[config.mk]
export PLATFORM = sky130hd
export DESIGN_NAME = lfsr_gen
export DESIGN_NICKNAME = d
export VERILOG_FILES = /design/src/rtl/lfsr_pkg.sv /design/src/rtl/lfsr_next.sv /design/src/rtl/lfsr_gen.sv
export SDC_FILE = /design/constraint.sdc
export NUM_CORES = 1
export LEC_CHECK = 0
export ABC_AREA = 1
export BUFFER_PORTS_ARGS = -buffer_cell sky130_fd_sc_hd__buf_4
export CAP_MARGIN = 30
export CELL_PAD_IN_SITES_DETAIL_PLACEMENT = 1
export CELL_PAD_IN_SITES_GLOBAL_PLACEMENT = 1
export CORE_UTILIZATION = 41
export CTS_BUF_LIST = sky130_fd_sc_hd__clkbuf_16
export DETAILED_ROUTE_END_ITERATION = 10
export PLACE_DENSITY = 0.75
export SLEW_MARGIN = 15
export SYNTH_ARGS = -nofsm -noshare
export SYNTH_HDL_FRONTEND = slang
export SYNTH_SLANG_ARGS = --single-unit
[constraint.sdc]
create_clock -name clk -period 1.7 [get_ports clk]
set_input_delay 0.255 -clock clk [delete_from_list [all_inputs] [get_ports clk]]
set_output_delay 0.255 -clock clk [all_outputs]
set_load 0.05 [all_outputs]
[src/rtl/lfsr_pkg.sv]
// Shared constants for the LFSR generator: structure selectors and maximal-length tap masks.
// A FIB mask feeds bit 0 and must include bit N-1. A GAL mask holds the low polynomial terms.
package lfsr_pkg;

    localparam int LFSR_FIB = 0;
    localparam int LFSR_GAL = 1;

    localparam logic [2:0] FIB_TAPS_3 = 3'b101;
    localparam logic [3:0] FIB_TAPS_4 = 4'b1001;
    localparam logic [4:0] FIB_TAPS_5 = 5'b10010;
    localparam logic [5:0] FIB_TAPS_6 = 6'b100001;
    localparam logic [6:0] FIB_TAPS_7 = 7'b1000001;
    localparam logic [7:0] FIB_TAPS_8 = 8'b10001110;

    localparam logic [2:0] GAL_TAPS_3 = 3'b011;
    localparam logic [3:0] GAL_TAPS_4 = 4'b0011;
    localparam logic [4:0] GAL_TAPS_5 = 5'b00101;
    localparam logic [5:0] GAL_TAPS_6 = 6'b000011;
    localparam logic [6:0] GAL_TAPS_7 = 7'b0000011;
    localparam logic [7:0] GAL_TAPS_8 = 8'b00011101;

endpackage

[src/rtl/lfsr_next.sv]
// Combinational LFSR next-state function, selectable Fibonacci or Galois structure.
module lfsr_next
    import lfsr_pkg::*;
#(
    parameter int             N    = 4,
    parameter int             MODE = LFSR_FIB,
    parameter logic [N-1:0]   TAPS = 'b1001
) (
    input  logic [N-1:0] q,
    output logic [N-1:0] next
);

    generate
        if (MODE == LFSR_GAL) begin : g_gal
            assign next = {q[N-2:0], 1'b0} ^ (q[N-1] ? TAPS : '0);
        end else begin : g_fib
            logic fb;
            assign fb   = ^(q & TAPS);
            assign next = {q[N-2:0], fb};
        end
    endgenerate

endmodule

[src/rtl/lfsr_gen.sv]
// LFSR generator with seed load, zero-seed protection and period measurement
// (steps between consecutive returns to the active seed).
module lfsr_gen
    import lfsr_pkg::*;
#(
    parameter int             N            = 4,
    parameter int             MODE         = LFSR_FIB,
    parameter logic [N-1:0]   TAPS         = 'b1001,
    parameter logic [N-1:0]   DEFAULT_SEED = 'd1,
    parameter int             CW           = 16
) (
    input  logic          clk,
    input  logic          rst,
    input  logic          en,
    input  logic          load,
    input  logic [N-1:0]  seed,
    output logic [N-1:0]  q,
    output logic          sout,
    output logic          wrap,
    output logic [CW-1:0] period,
    output logic          period_valid,
    output logic          seed_err
);

    logic [N-1:0]  seed_reg;
    logic [N-1:0]  nxt;
    logic [N-1:0]  ld_val;
    logic [CW-1:0] cnt;
    logic [CW-1:0] cnt_inc;
    logic          seed_zero;

    lfsr_next #(.N(N), .MODE(MODE), .TAPS(TAPS)) u_next (
        .q    (q),
        .next (nxt)
    );

    assign seed_zero = (seed == '0);
    assign ld_val    = seed_zero ? DEFAULT_SEED : seed;
    // Saturating increment: all-ones marks "period exceeds counter".
    assign cnt_inc   = (&cnt) ? cnt : cnt + CW'(1);
    assign sout      = q[N-1];

    always_ff @(posedge clk or negedge rst) begin
        if (!rst) begin
            q            <= DEFAULT_SEED;
            seed_reg     <= DEFAULT_SEED;
            cnt          <= '0;
            period       <= '0;
            wrap         <= 1'b0;
            period_valid <= 1'b0;
            seed_err     <= 1'b0;
        end else begin
            wrap     <= 1'b0;
            seed_err <= 1'b0;
            if (load) begin
                q            <= ld_val;
                seed_reg     <= ld_val;
                cnt          <= '0;
                period_valid <= 1'b0;
                seed_err     <= seed_zero;
            end else if (en) begin
                if (q == '0) begin
                    // Lockup recovery; never counts as a return to seed.
                    q   <= DEFAULT_SEED;
                    cnt <= cnt_inc;
                end else begin
                    q <= nxt;
                    if (nxt == seed_reg) begin
                        wrap         <= 1'b1;
                        period       <= cnt_inc;
                        period_valid <= 1'b1;
                        cnt          <= '0;
                    end else begin
                        cnt <= cnt_inc;
                    end
                end
            end
        end
    end

endmodule
* Word-level counts from Yosys, hierarchy flattened
Index checks and enable logic that the tools add are counted.
** Cells by class
- Add/subtract/negate cells :: 1
- Reduce and logical (&&, ||, !) cells :: 8
- Bitwise logic cells :: 2
- Mux-type cells :: 18
- Equality and inequality tests :: 2
** Operators with widths (count)
- $mux 16 :: 5
- $add 16x1->16 const B :: 1
- $mux 4 :: 4
- $reduce_and 16->1 :: 1
- $mux 1 :: 9
- $logic_not 4->1 :: 2
- $eq 4x4->1 :: 1
- $reduce_and 4->1 :: 1
- $reduce_bool 2->1 :: 2
- $reduce_xor 4->1 :: 1
- $reduce_and 3->1 :: 1
- $ne 2x2->1 const B :: 1
- $not 1->1 :: 2
** Word-level totals
- Bits in registers :: 43
- Input bits :: 8
- Output and inout port bits :: 24
- Logic and storage cells :: 38

* Depth between registers and ports, before layout
Gate-level depths: netlist of run 1.
- Word-level depth :: 6
- Gate-level depth with buffers :: 11
- Gate-level depth less buffers :: 10

* Modules after synthesis
A second synthesis of run 1 with hierarchy kept.
** Unflattened totals
- Cell total of the unflattened synthesis :: 313
- Area total of the unflattened synthesis :: 2322.2 sq um
** Modules (own cells, without submodules)
- lfsr_gen :: area an instance 2273.4 sq um, instances 1, sequential area each 1078.5 sq um, cells an instance 304
- lfsr_next :: area an instance 48.8 sq um, instances 1, sequential area each 0.0 sq um, cells an instance 9

* Worst setup path after synthesis of run 1
OpenSTA, ideal clock, no wires.
- Kind :: reg-to-reg
- Start point :: register q[0]
- End point :: register period[10]
- Path buffers :: 1
- Required time :: 1.582 ns
- Stages on the path, launching flop included :: 9
- Setup time :: 0.118 ns
- Period minus slack after synthesis :: 1.607 ns
- Path slack :: 0.093 ns
- Arrival :: 1.490 ns
- Cells stage by stage :: dfstp_2 -> nor2_2 -> nand2_2 -> nand2_2 -> nor2_4 -> nand3_4 -> buf_2 -> nand2_1 -> nand2_1
** On the way
- Longest elaborated chain between the ends :: 3
- Elaborated cells on any way between the ends :: 5
- Classes of those cells :: eq/ne: 1; bitwise: 1; reduce/logical: 3
** Ends and longest elaborated chain
- start, declared :: line lfsr_gen.sv:17 : output logic [N-1:0] q,
- start signal, assigned :: line lfsr_gen.sv:56 : q <= ld_val;
- start signal, assigned :: line lfsr_gen.sv:67 : q <= nxt;
- $reduce_xor 4->1 / $logic_not 4->1 (equally long branches) :: line lfsr_next.sv:18, lfsr_gen.sv:62
- $eq 4x4->1 / $not 1->1 (equally long branches)
- $reduce_and 4->1 (no source line) (*)
- end signal, assigned :: line lfsr_gen.sv:70 : period <= cnt_inc;
- end, declared :: line lfsr_gen.sv:20 : output logic [CW-1:0] period,
Every way passes the cells marked *; elsewhere a longest branch is shown, timed or not.
A chain may end at the register's enable or synchronous reset.

* Final worst setup path of run 1
- Start point :: register q[0]
- End point :: register period[8]
Same word-level chain as after synthesis.

==> results_dict.tcl, run 1 <==
set metrics [dict create \
    wl_per_cell_um 13.7 \
    rsz0062_at_grt "no" \
    critPathMostFrequentCell "nand2_1" \
    nFillCells 675 \
    synthesis.instances 306 \
    vias 2016 \
    initial_core_util_pct 43.8 \
    grt_pass1_vias 2073 \
    maxCapViolCount 0 \
    cts_tree "done" \
    clockRootBuffer "clkbuf_16" \
    synth_cell_type_count 30 \
    grt_antenna_before_repair 0 \
    layout.nets 352 \
    reg_top3 "cnt (16), period (16)" \
    slew_headroom_pct 62.8 \
    finalCritPeriodShare_pct 91.7 \
    dp.cells 405 \
    ys_warn_count 0 \
    clk_pin_slew_worst_paths_ns 0.06 \
    h-tree-depth 2 \
    grt_overflow_total 0 \
    portBuffers 31 \
    synth.avg_cell_area_um2 7.50 \
    drive_gt1_share_pct 21.5 \
    setup_tns_ns 0 \
    first_pass_iters 5 \
    dieArea_um2 5900 \
    cp_max_fo 16 \
    numCtsBuffers 5 \
    die-height_um 76.8 \
    grt_pass1_wl_um 9800 \
    power.density_nw_per_um2 881 \
    std_cell_rows 26 \
    die_w_um 76.8 \
    crit_type "flop to flop" \
    synthToLayoutAreaGrowth_pct 20.0 \
    clock_latency_ns 0.28 \
    worstSetupStartpointType "flop" \
    ant_nets 0 \
    crit_path_end_kind "flop" \
    status "finished clean" \
    cts_sinks 43 \
    cp_data_required_time_ns 1.92 \
    hold_path.class "input pin to flop" \
    fin_util_pct 52.6 \
    clock.fmax_ghz 0.642 \
    via_per_inst 4.87 \
    crit_path_cell_trace "nand2_1 > nand2_1 > nand2_1 > nor2_4 > nand3_4 > inv_4 > nand2_1 > nand2_1" \
    gp_congestion 0.823 \
    slowest_stage "dfstp_2" \
    synth_seq_cells 43 \
    post_cts_buffers 0 \
    finalSetupViolations 0 \
    synth_area_um2 2300 \
    holdWs_ns 0.212 \
    synth_nets 315 \
    grt_start_max_net_pins 44 \
    hold_viol 0 \
    drt-initial-drc-count 68 \
    drt_wl_total_um 5670 \
    tightest_slew_ns 0.559 \
    ios 32 \
    design.core.area_um2 5240 \
    diodes 0 \
    final_cells 414 \
    hpwl_um 4150 \
    max_stage_delay_ns 0.58 \
    clock_path_buffers 2 \
    drc 0 \
    cp.arrival_ns 1.78 \
    clock_skew_ns 0.00538 \
    power.total_uw 2430 \
    grt_usage_pct 21.1 \
    fin_crit_ns 1.56 \
    ir_drop_mv 0.580 \
    maxSlewViolCount 0 \
    p_leak_uw 0.00151 \
    yosysSeqAreaShare_pct 47.0 \
]
## routing by layer
metal	track usage, %	wire length (um)
met4	6.92	60
met2	33.8	2600
met3	4.17	182
met1	28.5	2830
met5	0	0
## layout by cell type (no fill, tap or decap), types with 4 or more instances in the layout
master	instances
o21ai_1	4
nor2_2	7
dfrtp_1	41
xor2_1	5
nand2_1	148
buf_4	35
nand2_2	14
clkbuf_16	5
nand3_1	11
nor2_1	16
nand4_1	5
o21ai_0	6
inv_1	22
## critical path, delay by kind of cell (launching register included)
family | cells | cell delay [ns]
AND/OR/NAND/NOR | 7 | 0.66
flip-flops | 1 | 0.58
buffers and inverters | 1 | 0.25
## final timing paths
| kind | slack [ns] | depth (start not counted) | end | startpoint |
|---|---|---|---|---|
| min in group asynchronous | 0.51 | 2 | seed_reg[3] | rst |
| worst max-delay path | 0.14 | 8 | period[8] | q[0] |
| worst min-delay path | 0.21 | 3 | seed_reg[3] | seed[3] |
| worst max register to register | 0.14 | 8 | period[8] | q[0] |
| worst min register to register | 0.48 | 2 | period[9] | period[9] |
| max in group asynchronous | 0.81 | 2 | period[10] | rst |
## kinds of logic (layout without fill, tap and decap cells)
group,Yosys count,count (layout),share of synthesized area [%]
compound gates,15,15,3.81
simple gates,206,206,39.0
buf+inv,34,72,6.98
xor+xnor,7,7,2.67
flops,43,43,47.0
fa+ha+maj,1,1,0.545
## final cells by class
cell class / count / area, um^2 / share of cell area, %
Multi-Input combinational cell: 229 / 1070 / 38.7
Timing Repair Buffer: 36 / 273 / 9.90
Tap cell: 70 / 87.6 / 3.18
Inverter: 28 / 110 / 4.00
Clock inverter: 3 / 15.0 / 0.545
Clock buffer: 5 / 125 / 4.54
Sequential cell: 43 / 1080 / 39.1
## report_power, final
part / switching, uW / internal, uW
logic: 282 / 117
clock network: 386 / 534
registers: 34.3 / 1070
## cells in the mapped netlist (all sizes together)
cell / number / area [um^2]
a21oi: 1 / 5.00
buf: 5 / 48.8
clkbuf: 1 / 3.75
clkinv: 1 / 3.75
dfrtp: 41 / 1030
dfstp: 2 / 52.6
ha: 1 / 12.5
inv: 27 / 104
nand2: 162 / 643
nand3: 13 / 82.6
nand4: 6 / 43.8
nor2: 25 / 126
o211ai: 1 / 7.51
o21ai: 10 / 50.1
o21bai: 1 / 7.51
o221ai: 2 / 17.5
xnor2: 2 / 17.5
xor2: 5 / 43.8
## stage by stage
stage / setup WS, ns / instance area, um^2
floorplan: 0.0927 / 2300
CTS: 0.107 / 2740
global route: 0.00496 / 2760
finish: 0.141 / 2760
global placement: 0.148 / 2590
detailed placement: 0.142 / 2590
## what timing repair did
action	in CTS	in global routing
hold buffers	1	0
endpoints found under the setup margin	0	13
endpoints found under the hold margin	41	0
resized for setup	0	3
(Power assumes the default switching activity.)
==> inputs of run 2 (changes only) <==
--- a/config.mk
+++ b/config.mk
@@ -10,10 +10,10 @@
 export CAP_MARGIN = 30
 export CELL_PAD_IN_SITES_DETAIL_PLACEMENT = 1
 export CELL_PAD_IN_SITES_GLOBAL_PLACEMENT = 1
-export CORE_UTILIZATION = 41
+export CORE_UTILIZATION = 30
 export CTS_BUF_LIST = sky130_fd_sc_hd__clkbuf_16
 export DETAILED_ROUTE_END_ITERATION = 10
-export PLACE_DENSITY = 0.75
+export PLACE_DENSITY = 0.57
 export SLEW_MARGIN = 15
 export SYNTH_ARGS = -nofsm -noshare
 export SYNTH_HDL_FRONTEND = slang
==> run 2 against run 1 <==
Net effect: sequential power about the same; sequential share of layout area down 0.90 points; final area up 2.4%; largest power group unchanged; wire length up 7.7%; hold slack better by 0.0039 ns; via count up 1.1%; maximum frequency up 0.80%; die area up 36%; flip-flop and latch count unchanged; power up 2.8%; setup slack better by 0.012 ns; register-to-register slack about the same.
==> results_dict.tcl, run 2 (synthesis results as in run 1) <==
set metrics [dict create \
    status "finished clean" \
    clockRootBuffer "clkbuf_16" \
    drt-initial-drc-count 71 \
    rsz0062_at_grt "no" \
    cts_tree "done" \
    dp.cells 438 \
    min_to "seed_reg[3]" \
    maxSlewViolCount 0 \
    diodes 0 \
    seqPwrFrac_pct 44.4 \
    hpwl_um 4470 \
    wl_per_cell_um 13.7 \
    maxCapViolCount 0 \
    cp_data_required_time_ns 1.93 \
    layout_common_cells "nand2_1 (148), dfrtp_1 (41), buf_4 (39), inv_1 (22), nor2_1 (16)" \
    std_cell_rows 31 \
    final_cells 447 \
    die-height_um 89.5 \
    grt_overflow_total 0 \
    grt_usage_pct 17.4 \
    grt_pass1_wl_um 10400 \
    crit_type "flop to flop" \
    h-tree-depth 2 \
    power.density_nw_per_um2 885 \
    nFillCells 904 \
    clock_latency_ns 0.29 \
    cp_max_fo 16 \
    die_w_um 89.5 \
    finalCritPeriodShare_pct 91.0 \
    first_pass_iters 4 \
    drive_gt1_share_pct 23.0 \
    clk_pin_slew_worst_paths_ns 0.07 \
    setup_tns_ns 0 \
    vias 2039 \
    clock.fmax_ghz 0.647 \
    worstSetupStartpointType "flop" \
    final_common_cell "nand2_1" \
    drt_wl_total_um 6110 \
    r2r_cells 8 \
    p_int_uw 1740 \
    switching_share_pct 30.2 \
    initial_core_util_pct 31.3 \
    grt_start_max_net_pins 44 \
    synthToLayoutAreaGrowth_pct 22.8 \
    gp_congestion 0.796 \
    p_leak_uw 0.00153 \
    finalSetupViolations 0 \
    hold_viol 0 \
    drc 0 \
    p_comb_share_pct 16.1 \
    design.core.area_um2 7330 \
    cp.arrival_ns 1.78 \
    grt_antenna_before_repair 0 \
    fin_crit_ns 1.55 \
    portBuffers 31 \
    r2r_start "q[0]" \
    rrSetupSlack_ns 0.15 \
    ant_nets 0 \
    crit_path_end_kind "flop" \
    ir_drop_mv 0.402 \
    post_cts_buffers 0 \
    clock_skew_ns 0.0112 \
    p_switching_uw 754 \
    cts_sinks 43 \
    numCtsBuffers 5 \
    reg_top3 "cnt (16), period (16)" \
    ios 32 \
    rr_endpoint "period[13]" \
    dieArea_um2 8010 \
    hp-start "seed[3]" \
    hold_path.class "input pin to flop" \
    min_delay_path_depth 3 \
    slew_headroom_pct 61.2 \
    via_per_inst 4.56 \
    tightest_slew_ns 0.582 \
    layout.nets 356 \
    clock_path_buffers 2 \
    p_clk_share_pct 39.5 \
    grt_pass1_vias 2098 \
]
==> run 2: critical path, stage by stage, from the launching register on <==
cell and delay, ns:
dfstp_2 0.58, nor2_2 0.07, nand2_2 0.07, nand2_2 0.07
nor2_4 0.13, nand3_4 0.16, inv_4 0.25, nand2_1 0.10
nand2_1 0.07
==> run 2: final cells by class <==
cell class	instances	area, um^2	area share [%]
tap	99	124	4.39
multi-input combinational	229	1060	37.5
timing repair buffer	40	303	10.7
clock inverter	3	25.0	0.887
sequential	43	1080	38.2
inverter	28	108	3.82
clock buffer	5	125	4.44
==> run 2: what timing repair did <==
| action | 4_1_cts | 5_1_grt |
|---|---|---|
| gates resized for setup | 0 | 0 |
| hold buffers | 1 | 0 |
| endpoints found under the hold margin | 28 | 0 |
==> run 2: stage by stage <==
stage	cell area [um^2]	setup WS (ns)	hold WS (ns)	utilization, %	total power (uW)
CTS	2820	0.118	0.216	38.5	2550
finish	2820	0.154	0.216	38.5	2490
floorplan	2300	0.0927	-0.0406	-	1390
global route	2820	0.0235	0.247	38.5	2620
detailed placement	2660	0.141	0.311	36.3	1530
global placement	2660	0.139	0.303	36.3	1530
==> run 2: how the worst max path moves through the flow <==
stage               startpoint          to  slack, ns  cells after the start
floorplan                 q[0]  period[10]       0.09                      8
finish                    q[0]  period[13]       0.15                      8
global placement          q[0]  period[13]       0.14                      8
CTS                       q[0]  period[13]       0.12                      8
global route            cnt[1]     cnt[15]       0.02                      7
detailed placement        q[0]  period[13]       0.14                      8
==> run 2: power groups by stage <==
stage / logic (uW) / clock network (uW) / registers (uW)
floorplan: 155 / 0 / 1240
global placement: 403 / 0 / 1120
detailed placement: 407 / 0 / 1130
CTS: 410 / 1030 / 1110
global route: 436 / 1070 / 1110
finish: 401 / 986 / 1110
==> run 2: routing by layer <==
layer | global-route usage, % | wire [um]
met1 | 23.2 | 3000
met4 | 5.05 | 69
met2 | 28.9 | 2890
met3 | 3.14 | 152
met5 | 0 | 0
==> inputs of run 3 (changes only) <==
--- a/config.mk
+++ b/config.mk
@@ -13,7 +13,7 @@
 export CORE_UTILIZATION = 30
 export CTS_BUF_LIST = sky130_fd_sc_hd__clkbuf_16
 export DETAILED_ROUTE_END_ITERATION = 10
-export PLACE_DENSITY = 0.57
+export PLACE_DENSITY = 0.56
 export SLEW_MARGIN = 15
 export SYNTH_ARGS = -nofsm -noshare
 export SYNTH_HDL_FRONTEND = slang
==> run 3 against run 2 <==
Net effect: count of clock-buffer cells in the layout is the same; final area is the same; die area is the same; via count shrank 2.8%; clock skew shrank 0.0055 ns; setup slack gained 0.018 ns; combinational power shrank 1%; hold slack gained 0.0039 ns; sequential share of layout area is the same; sequential power is essentially flat; critical endpoint is now cnt[15]; largest cell class unchanged; largest power group unchanged; highest routed layer unchanged.
==> results_dict.tcl, run 3 (synthesis results as in run 1) <==
set metrics [dict create \
    grt_usage_pct 16.2 \
    clockRootBuffer "clkbuf_16" \
    status "finished clean" \
    grt_pass1_wl_um 9870 \
    grt_pass1_vias 1980 \
    first_pass_iters 4 \
    final_common_cell "nand2_1" \
    slew_headroom_pct 62.5 \
    diodes 0 \
    grt_start_max_net_pins 44 \
    finalSetupViolations 0 \
    clock_skew_ns 0.00566 \
    drt_wl_total_um 5840 \
    crit_type "flop to flop" \
    vias 1982 \
    top_usage_layer "met2" \
    initial_core_util_pct 31.3 \
    via_per_inst 4.47 \
    cp.arrival_ns 1.75 \
    synthToLayoutAreaGrowth_pct 22.8 \
    clock_path_buffers 2 \
    portBuffers 31 \
    drt-initial-drc-count 74 \
    post-place-ws_ns 0.0746 \
    p_leak_uw 0.00153 \
    nFillCells 914 \
    numCtsBuffers 5 \
    cp_data_required_time_ns 1.92 \
    drc 0 \
    cts_tree "done" \
    hold_path.class "input pin to flop" \
    postLayoutCellArea_um2 2820 \
    slowest_stage "dfrtp_1" \
    critPathMostFrequentCell "nand2_1" \
    gp_congestion 0.750 \
    layout.nets 352 \
    die-height_um 89.5 \
    cp_max_fo 6 \
    layout_common_cells "nand2_1 (148), dfrtp_1 (41), buf_4 (35), inv_1 (22), nor2_1 (16)" \
    hpwl_um 4340 \
    grt_overflow_total 0 \
    maxCapViolCount 0 \
    holdWs_ns 0.220 \
    ir_drop_mv 0.552 \
    rsz0062_at_grt "no" \
    setup_tns_ns 0 \
    fin_crit_ns 1.53 \
    finalCritPeriodShare_pct 89.9 \
    crit_path_cell_trace "ha_1 > nand3_2 > inv_2 > nand4_1 > nand3_1 > nand2_1 > nand2_1" \
    use_met1_pct 22.9 \
    clock.fmax_ghz 0.654 \
    grt_antenna_before_repair 0 \
    clock_latency_ns 0.28 \
    std_cell_rows 31 \
    tightest_slew_ns 0.562 \
    maxSlewViolCount 0 \
    worstSetupStartpointType "flop" \
    dpl-instance-area_um2 2620 \
    h-tree-depth 2 \
    dieArea_um2 8010 \
    met2_usage_pct 26.3 \
    met3_usage_pct 2.49 \
    layout_setup_ws_ns 0.172 \
    reg_top3 "cnt (16), period (16)" \
    die_w_um 89.5 \
    clk_pin_slew_worst_paths_ns 0.06 \
    drive_gt1_share_pct 22.1 \
    ios 32 \
    cts_sinks 43 \
    ant_nets 0 \
    hold_viol 0 \
    max_stage_delay_ns 0.40 \
    design.core.area_um2 7330 \
    crit_path_end_kind "flop" \
    wl_per_cell_um 13.2 \
    power.density_nw_per_um2 917 \
]
==> run 3: cell count changes in the layout (fill, tap and decap cells not counted) <==
cell / change
nand3_2: +1
clkinv_4: -2
clkinv_1: +1
clkinv_2: +1
nand4_2: -1
bufinv_16: +1
clkinvlp_4: -1
buf_4: -4
nand3_1: -1
inv_4: +1
nand4_4: +1
inv_2: -1
==> run 3: worst paths after layout <==
path | startpoint | to | slack (ns) | cells past startpoint
worst max-delay path | cnt[1] | cnt[15] | 0.17 | 7
worst min-delay path | seed[0] | seed_err | 0.22 | 4
worst max register to register | cnt[1] | cnt[15] | 0.17 | 7
worst min register to register | period[8] | period[8] | 0.48 | 2
max in group asynchronous | rst | cnt[10] | 0.81 | 2
min in group asynchronous | rst | seed_reg[1] | 0.51 | 2
==> run 3: per-layer routing <==
layer | up-vias | wire (um)
met5 | - | 0
met4 | 0 | 53
met3 | 5 | 239
met2 | 29 | 2690
met1 | 935 | 2850
li1 | 1013 | -
==> run 3: repair_timing <==
action	in CTS	in global routing
setup buffers	0	1
endpoints found under the setup margin	0	27
gates resized for setup	0	4
hold endpoints to repair	18	0
hold buffers	1	0
==> run 3: critical path, delay by kind of cell (launching register included) <==
| kind | cells | cell delay [ns] |
|---|---|---|
| adder cells (fa/ha/maj) | 1 | 0.22 |
| buffers and inverters | 1 | 0.15 |
| flip-flops | 1 | 0.40 |
| AND/OR/NAND/NOR | 5 | 0.70 |
==> run 3: stage by stage <==
stage                     power, uW  cells  utilization, %
after global routing           2720    443            38.5
after floorplan                1390    306               -
after detailed placement       1530    433            35.8
final                          2590    443            38.5
after CTS                      2630    442            38.1
after global placement         1520    433            35.8
==> run 3: power by group <==
part | switching, uW | internal [uW]
Combinational | 281 | 115
Sequential | 35.2 | 1070
Clock | 397 | 686
Total | 713 | 1870
==> run 3: layout make-up <==
class / count / area, um^2 / area share, %
Clock inverter: 3 / 38.8 / 1.38
Sequential cell: 43 / 1080 / 38.2
Timing Repair Buffer: 36 / 273 / 9.67
Inverter: 28 / 110 / 3.90
Clock buffer: 5 / 125 / 4.44
Tap cell: 99 / 124 / 4.39
Multi-Input combinational cell: 229 / 1070 / 38.0
